<file path="src/rtl/ps2_rx_fifo.sv">
// PS/2 keyboard receiver: synchroniser, 11-bit frame deframer with timeout, and a
// first-word-fall-through event FIFO. Define PS2_PREFIX_DECODE_EN to fold E0/F0 prefixes into event flags.
//
//   state  | meaning
//   IDLE   | bus idle, waiting for a start bit
//   DATA   | shifting in 8 data bits, LSB first
//   PARITY | capturing the parity bit
//   STOP   | checking stop bit and odd parity, delivering the byte
module ps2_rx_fifo #(
  parameter int FIFO_DEPTH     = 8,
  parameter int SYNC_STAGES    = 2,
  parameter int TIMEOUT_CYCLES = 10000
) (
  input  logic                          clk,
  input  logic                          reset,
  input  logic                          ps2_clk,
  input  logic                          ps2_data,
  output logic [7:0]                    out_code,
  output logic                          out_break,
  output logic                          out_ext,
  output logic                          out_valid,
  input  logic                          out_ready,
  output logic [$clog2(FIFO_DEPTH):0]   fifo_count,
  output logic                          err_parity,
  output logic                          err_frame,
  output logic                          overflow
);

  localparam int AW = $clog2(FIFO_DEPTH);
  localparam int CW = AW + 1;
  localparam int TW = $clog2(TIMEOUT_CYCLES + 1);
  localparam logic [CW-1:0] FULL_CNT = CW'(FIFO_DEPTH);
  localparam logic [TW-1:0] TMO_LOAD = TW'(TIMEOUT_CYCLES - 1);

  typedef enum logic [1:0] {IDLE, DATA, PARITY, STOP} state_t;

  logic [SYNC_STAGES-1:0] clk_sync, data_sync;
  logic                   clk_prev;
  logic                   clk_s, data_s, fall;

  state_t      state, state_n;
  logic [2:0]  bit_idx, bit_idx_n;
  logic [7:0]  shreg, shreg_n;
  logic        par_bit, par_bit_n;
  logic [TW-1:0] tmr, tmr_n;
  logic        tmo;
  logic        byte_ok_n, perr_n, ferr_n;

  logic [7:0]  rx_byte;
  logic        rx_valid;

  logic        push_req, do_push, do_pop;
  logic [9:0]  push_data;
  logic [9:0]  mem [FIFO_DEPTH];
  logic [AW-1:0] wr_ptr, rd_ptr;
  logic [CW-1:0] count;
  logic [9:0]  head;

  // Synchronisers preset to 1 so reset looks like an idle bus
  always_ff @(posedge clk or posedge reset) begin
    if (reset) begin
      clk_sync  <= '1;
      data_sync <= '1;
      clk_prev  <= 1'b1;
    end else begin
      clk_sync  <= {clk_sync[SYNC_STAGES-2:0], ps2_clk};
      data_sync <= {data_sync[SYNC_STAGES-2:0], ps2_data};
      clk_prev  <= clk_s;
    end
  end

  assign clk_s  = clk_sync[SYNC_STAGES-1];
  assign data_s = data_sync[SYNC_STAGES-1];
  assign fall   = clk_prev & ~clk_s;

  always_ff @(posedge clk or posedge reset) begin
    if (reset) begin
      state      <= IDLE;
      bit_idx    <= '0;
      shreg      <= '0;
      par_bit    <= 1'b0;
      tmr        <= TMO_LOAD;
      rx_byte    <= '0;
      rx_valid   <= 1'b0;
      err_parity <= 1'b0;
      err_frame  <= 1'b0;
    end else begin
      state      <= state_n;
      bit_idx    <= bit_idx_n;
      shreg      <= shreg_n;
      par_bit    <= par_bit_n;
      tmr        <= tmr_n;
      rx_valid   <= byte_ok_n;
      err_parity <= perr_n;
      err_frame  <= ferr_n;
      if (byte_ok_n) rx_byte <= shreg;
    end
  end

  // Inter-bit timer counts down from each edge; terminal count outside IDLE aborts the frame
  always_comb begin
    state_n   = state;
    bit_idx_n = bit_idx;
    shreg_n   = shreg;
    par_bit_n = par_bit;
    tmr_n     = tmr;
    byte_ok_n = 1'b0;
    perr_n    = 1'b0;
    ferr_n    = 1'b0;

    if (fall || state == IDLE) tmr_n = TMO_LOAD;
    else if (tmr != '0)        tmr_n = tmr - 1'b1;

    tmo = (state != IDLE) && !fall && (tmr == '0);

    if (tmo) begin
      ferr_n  = 1'b1;
      state_n = IDLE;
    end else if (fall) begin
      case (state)
        IDLE: begin
          if (!data_s) begin
            state_n   = DATA;
            bit_idx_n = '0;
          end else begin
            ferr_n = 1'b1;
          end
        end
        DATA: begin
          shreg_n   = {data_s, shreg[7:1]};
          bit_idx_n = bit_idx + 3'd1;
          if (bit_idx == 3'd7) state_n = PARITY;
        end
        PARITY: begin
          par_bit_n = data_s;
          state_n   = STOP;
        end
        STOP: begin
          if (!data_s)                     ferr_n    = 1'b1;
          else if (!(^{shreg, par_bit}))   perr_n    = 1'b1;
          else                             byte_ok_n = 1'b1;
          state_n = IDLE;
        end
        default: state_n = IDLE;
      endcase
    end
  end

`ifdef PS2_PREFIX_DECODE_EN
  logic ext_pending, brk_pending;
  logic is_e0, is_f0;

  assign is_e0     = (rx_byte == 8'hE0);
  assign is_f0     = (rx_byte == 8'hF0);
  assign push_req  = rx_valid && !is_e0 && !is_f0;
  assign push_data = {brk_pending, ext_pending, rx_byte};

  always_ff @(posedge clk or posedge reset) begin
    if (reset) begin
      ext_pending <= 1'b0;
      brk_pending <= 1'b0;
    end else if (err_parity || err_frame) begin
      ext_pending <= 1'b0;
      brk_pending <= 1'b0;
    end else if (rx_valid) begin
      if (is_e0)      ext_pending <= 1'b1;
      else if (is_f0) brk_pending <= 1'b1;
      else begin
        ext_pending <= 1'b0;
        brk_pending <= 1'b0;
      end
    end
  end
`else
  assign push_req  = rx_valid;
  assign push_data = {2'b00, rx_byte};
`endif

  // A pop on the same edge frees the slot, so a push into a full FIFO still lands
  assign do_pop  = out_valid && out_ready;
  assign do_push = push_req && ((count != FULL_CNT) || do_pop);

  always_ff @(posedge clk) begin
    if (do_push) mem[wr_ptr] <= push_data;
  end

  always_ff @(posedge clk or posedge reset) begin
    if (reset) begin
      wr_ptr   <= '0;
      rd_ptr   <= '0;
      count    <= '0;
      overflow <= 1'b0;
    end else begin
      overflow <= push_req && !do_push;
      if (do_push) wr_ptr <= wr_ptr + 1'b1;
      if (do_pop)  rd_ptr <= rd_ptr + 1'b1;
      case ({do_push, do_pop})
        2'b10:   count <= count + 1'b1;
        2'b01:   count <= count - 1'b1;
        default: count <= count;
      endcase
    end
  end

  assign out_valid  = (count != '0);
  assign fifo_count = count;
  assign head       = out_valid ? mem[rd_ptr] : '0;
  assign out_break  = head[9];
  assign out_ext    = head[8];
  assign out_code   = head[7:0];

endmodule
</file>
<file path="config.mk">
export PLATFORM = sky130hd
export DESIGN_NAME = ps2_rx_fifo
export DESIGN_NICKNAME = d
export VERILOG_FILES = /design/src/rtl/ps2_rx_fifo.sv
export SDC_FILE = /design/constraint.sdc
export NUM_CORES = 1
export LEC_CHECK = 0
export ABC_AREA = 0
export BUFFER_PORTS_ARGS = -buffer_cell sky130_fd_sc_hd__buf_4
export CAP_MARGIN = 5
export CORE_MARGIN = 2
export CORE_UTILIZATION = 65
export CTS_BUF_LIST = sky130_fd_sc_hd__clkbuf_8 sky130_fd_sc_hd__clkbuf_16
export CTS_CLUSTER_SIZE = 16
export DETAILED_ROUTE_END_ITERATION = 10
export PLACE_DENSITY = 0.95
export SLEW_MARGIN = 20
export SYNTH_ARGS = -nofsm -noshare
export SYNTH_HDL_FRONTEND = slang
export SYNTH_SLANG_ARGS = --single-unit
</file>
<file path="constraint.sdc">
create_clock -name clk -period 5.4 [get_ports clk]
set_input_delay 1.08 -clock clk [delete_from_list [all_inputs] [get_ports clk]]
set_output_delay 1.08 -clock clk [all_outputs]
set_load 0.03 [all_outputs]
</file>
### Word-level counts from Yosys, hierarchy flattened

Memories as Yosys holds them, arrays and structs flattened.
Cells that the tools add are included.

* register bits after elaboration: 55
* bits in writable memories: 64
* output and inout bits: 18
* memories kept: 1

* $add $sub $neg: 6
* eq/ne operators: 10
* mux-type cells: 28
* bitwise logic cells: 3
* reductions and logical operators: 23

Memory list
* mem: words 8, bits a word 8, read ports 1, clocked after memory_dff 0, wr ports 1, RTL line 54 `logic [9:0] mem [FIFO_DEPTH];`

Operator list (number)
* $mux W14: 2
* $mux W1: 16
* $logic_not A14 Y1: 1
* $reduce_bool A14 Y1: 1
* $sub A14 B1 Y14 const B: 1
* $mux W10: 1
* $reduce_bool A2 Y1: 5
* $add A3 B1 Y3 const B: 3
* $reduce_and A3 Y1: 3
* $reduce_xor A9 Y1: 1
* $mux W2: 4
* $pmux W2 S4: 1
* $pmux W4 S2: 1
* $eq A2 B2 Y1 const B: 3
* $ne A3 B3 Y1 const B: 2
* $pmux W3 S2: 1
* $logic_and A1 B1 Y1: 5
* $add A4 B1 Y4 const B: 1
* $eq A2 B1 Y1 const B: 2
* $ne A4 B4 Y1 const B: 1
* $reduce_and A4 Y1: 1
* $reduce_bool A4 Y1: 1
* $sub A4 B1 Y4 const B: 1
* $eq A3 B3 Y1 const B: 1
* 8 further kinds: 11

### Logic depth before layout (Yosys ltp)

* depth in word-level cells: 7
* gate-level depth with buffers: 9
* mapped depth without buffers: 9

### Worst setup path before layout

Ideal clock, no wire load.

* kind: register to output
* from: register rd_ptr[0]
* to: output port out_code[6]
* arrival: 1.680 ns
* setup slack: 2.640 ns
* stages on the path, launching flop included: 6
* path buffers: 2
* path through: dfrtp_1 > buf_2 > buf_2 > mux4_2 > mux2i_1 > nor2_1

* word-level cells in the longest chain between the ends: 2

Ends and longest elaborated chain
* start: declaration: RTL line 55 `logic [AW-1:0] wr_ptr, rd_ptr;`
* start signal: assignment: RTL line 196 `if (do_pop) rd_ptr <= rd_ptr + 1'b1;`
* $mem_v2 Z8 W8
* $mux W10: RTL line 207 `assign head = out_valid ? mem[rd_ptr] : '0;`
* end: declaration: RTL line 18 `output logic [7:0] out_code,`

No other way between the ends.

### Final worst setup path

* from: register rd_ptr[0]
* to: output port out_code[5]

Same word-level chain as after synthesis.

==> run summary <==
Status
- result of the run: finished clean

CTS
- CTS tree: yes
- total CTS buffers: 17
- sink count of the clock tree: 119
- post-CTS repair timing setup buffer count: 0
- Resized cells post-CTS: 0
- H-tree depth: 4
- clock latency on the worst-skew pair: 0.52 ns
- Clk pin slew, worst setup/hold paths: 0.06 ns
- Root Buffer Master: clkbuf_8
- hold bufs inserted after CTS: 0
- maximum count of clock buffers along a single path: 2

Critical path
- class of the most critical setup path: register to output pin
- worst path arrival time: 2.30 ns
- Worst setup SP type: register
- worst setup path endpoint: out_code[5]
- kind of capture point of the worst setup path: output pin
- r2r startpoint: fifo_count[0]
- terminus of the critical flop-to-flop path: fifo_count[3]
- required time of the worst setup path: 4.32 ns
- slack of the worst reg-to-reg path: 2.40 ns
- worst setup path startpoint: rd_ptr[0]
- length in cells of the worst reg-to-reg path: 9
- critical path peak fanout: 18

Floorplanning
- die span in x: 92.58 um
- core footprint: 7647 um^2
- Vert. Die Dim: 92.58 um
- full die area: 8570 um^2
- I/O Pins: 23
- effective utilization at floorplan: 66.69%
- cell row count: 32

STA
- period utilization: 62.59%
- final number of max-transition violations: 0
- worst-case clock skew: 0.01326 ns
- unrepaired setup endpoints after global routing: false
- time the worst path needs with I/O delays and setup: 3.380 ns
- count of endpoints failing hold in the final timing report: 0
- Final setup violation count: 0
- transition time at the pin with the least slew margin: 0.9599 ns
- achievable frequency: 0.2959 GHz
- relative max-transition margin: 35.51%
- sum of negative setup slack: 0 ns

Logic synthesis
- cell with the most instances after synthesis: edfxtp_1
- mean post-synth cell area: 14.83 um^2
- cell type with the largest total area after synthesis: edfxtp_1
- Async SR Flop Fraction: 46.22%
- count of flip-flops with a built-in enable after synthesis: 64
- Syn. warnings: 0
- Synth area leaders: edfxtp_1 38%, dfrtp_1 21%, mux4_2 7.1%, dfstp_2 6.7%, mux2_2 4.0%
- area share of and/or/nand/nor cells after synthesis: 8.538%
- commonest cells in the netlist: 64 x edfxtp_1, 42 x dfrtp_1, 25 x nor2_1, 23 x nand2_1, 18 x mux2_2
- summed instance area of the synthesized netlist: 5100 um^2
- number of library cell types mapped by synthesis: 47
- post-synthesis xor/xnor area fraction: 4.097%
- FF+latch count, synth: 119
- post-synthesis mux area share: 13.44%
- main combinational cell family by area after synthesis: multiplexers
- Post-Synthesis Cells: 344
- top_reg_cell synth: edfxtp_1
- compound-gate portion of the synthesized area: 3.729%
- arithmetic-cell share of the synthesized area counting full adders, half adders and majority gates: 3.091%
- register area share after synthesis: 64.99%
- area fraction of the dominant cell type after synthesis: 37.68%

Drt
- per-cell routed wire length: 21.81 um
- Pre-Repair DR Iteration Count: 5
- Routed WL: 10,670 um
- post-route ant nets: 0
- number of DRC markers in iteration 0: 242
- vias after detailed routing: 2,994
- Vias per Instance: 6.123
- # DRC: 0

Global route
- vias in the first global route: 3,095
- wire length of the first global-routing pass: 16,900 um
- antenna violations before repair: 0
- aggregate global-route resource usage: 27.57%
- sum of overflow across all layers after global routing: 0
- maximum number of pins on one net before global-route repair: 56

Placed design
- PortBufs: 20
- final weighted congestion in routability-driven placement: 0.8173
- post-detail-place hpwl: 6252 um
- dpl cells: 457

Pwr
- Cell Pwr Density: 550.6 nW/um^2
- leakage component of the power: 2.391 nW
- maximum resistive drop on vdd: 286.0 uV
- share of total power in combinational logic: 27.6%
- relative contribution of the clock network to total power: 32.5%
- net switching share of the total power: 33.68%
- power share of the sequential group: 39.9%
- switching power summed over all nets: 1.096 mW
- Int Power: 2.159 mW

Flow run
- count of max-cap constraint violations: 0

Cells and area
- Cell Count, Final, Fillers Out: 489
- antenna diode count: 0
- synthesis-to-layout area growth: 15.95%
- fraction of final layout cells sized beyond drive strength 1: 28.68%
- net count reported at finish: 391
- number of filler cells placed in the layout: 386

Hold path
- class of the most critical hold timing path: register to register

worst max-delay path: stages, from the launching register on:
cell and delay [ns]:
dfrtp_2 0.74, mux4_2 0.63, mux2i_1 0.14, nor2_1 0.06
buf_4 0.20
power groups by stage:
stage / combinational, mW / clock [mW] / sequential, mW
2_1_floorplan: 0.698 / 0 / 1.22
3_3_place_gp: 0.802 / 0 / 1.28
3_5_place_dp: 0.860 / 0 / 1.30
4_1_cts: 0.899 / 1.07 / 1.29
5_1_grt: 0.964 / 1.12 / 1.32
6_report: 0.898 / 1.06 / 1.30
area by class of cell:
class / instances / area, um^2 / share of cell area [%]
Clock buffer: 19 / 452.9 / 7.660
Clock inverter: 13 / 118.9 / 2.010
Inverter: 15 / 57.56 / 0.9733
Multi-Input combinational cell: 201 / 1690 / 28.59
Sequential cell: 119 / 3316 / 56.07
Tap cell: 102 / 127.6 / 2.158
Timing Repair Buffer: 20 / 150.1 / 2.539
metrics by stage:
stage | hold slack (ns) | power [mW] | cell area (um^2) | setup slack, ns | utilization, %
after floorplan | 0.3452 | 1.914 | 5104 | 2.640 | -
after global placement | 0.3477 | 2.082 | 5334 | 2.240 | 69.75
after detailed placement | 0.3520 | 2.160 | 5334 | 2.143 | 69.75
after CTS | 0.3627 | 3.262 | 5906 | 1.609 | 77.23
after global routing | 0.3614 | 3.399 | 5913 | 1.867 | 77.32
final | 0.3569 | 3.256 | 5913 | 2.020 | 77.32
cells by family after synthesis:
logic type	Yosys count
other cells	1
buf+inv	25
xor+xnor	23
flops	119
mux	45
simple gates	88
fa+ha+maj	12
compound gates	31
flip-flops by register name (all words and copies together), names as in the netlist, 3 cells and up:
register	count
mem	64
tmr	14
rx_byte	8
shreg	8
fifo_count	4
bit_idx	3
rd_ptr	3
wr_ptr	3
cell usage in the layout (no fill, tap or decap), drive strengths merged, types with 2 or more instances in the layout:
cell / count
a21oi: 5
a22oi: 2
and3: 2
buf: 20
clkbuf: 19
clkinv: 7
clkinvlp: 3
conb: 2
dfrtp: 42
dfstp: 13
edfxtp: 64
ha: 11
inv: 17
mux2: 18
mux2i: 11
mux4: 16
nand2: 24
nand2b: 3
nand3: 11
nand4: 4
nor2: 25
nor3: 5
nor3b: 3
nor4: 4
o21ai: 14
o2bb2ai: 2
o31ai: 3
or3: 2
xnor2: 16
xor2: 7
per-layer routing:
layer	wire (um)	track usage, %
met5	0	0
met4	246	10.45
met3	568	7.079
met2	5874	48.42
met1	3978	32.84
worst min-delay path by stage:
stage / from / end / slack, ns / cells after the start
6_report: clk_sync[0] / clk_sync[1] / 0.36 / 0
5_1_grt: clk_sync[0] / clk_sync[1] / 0.36 / 0
4_1_cts: data_sync[0] / data_sync[1] / 0.36 / 0
3_5_place_dp: data_sync[0] / data_sync[1] / 0.35 / 0
3_3_place_gp: data_sync[0] / data_sync[1] / 0.35 / 0
2_1_floorplan: clk_sync[0] / clk_sync[1] / 0.35 / 0
Power figures use the tool's default switching activity.
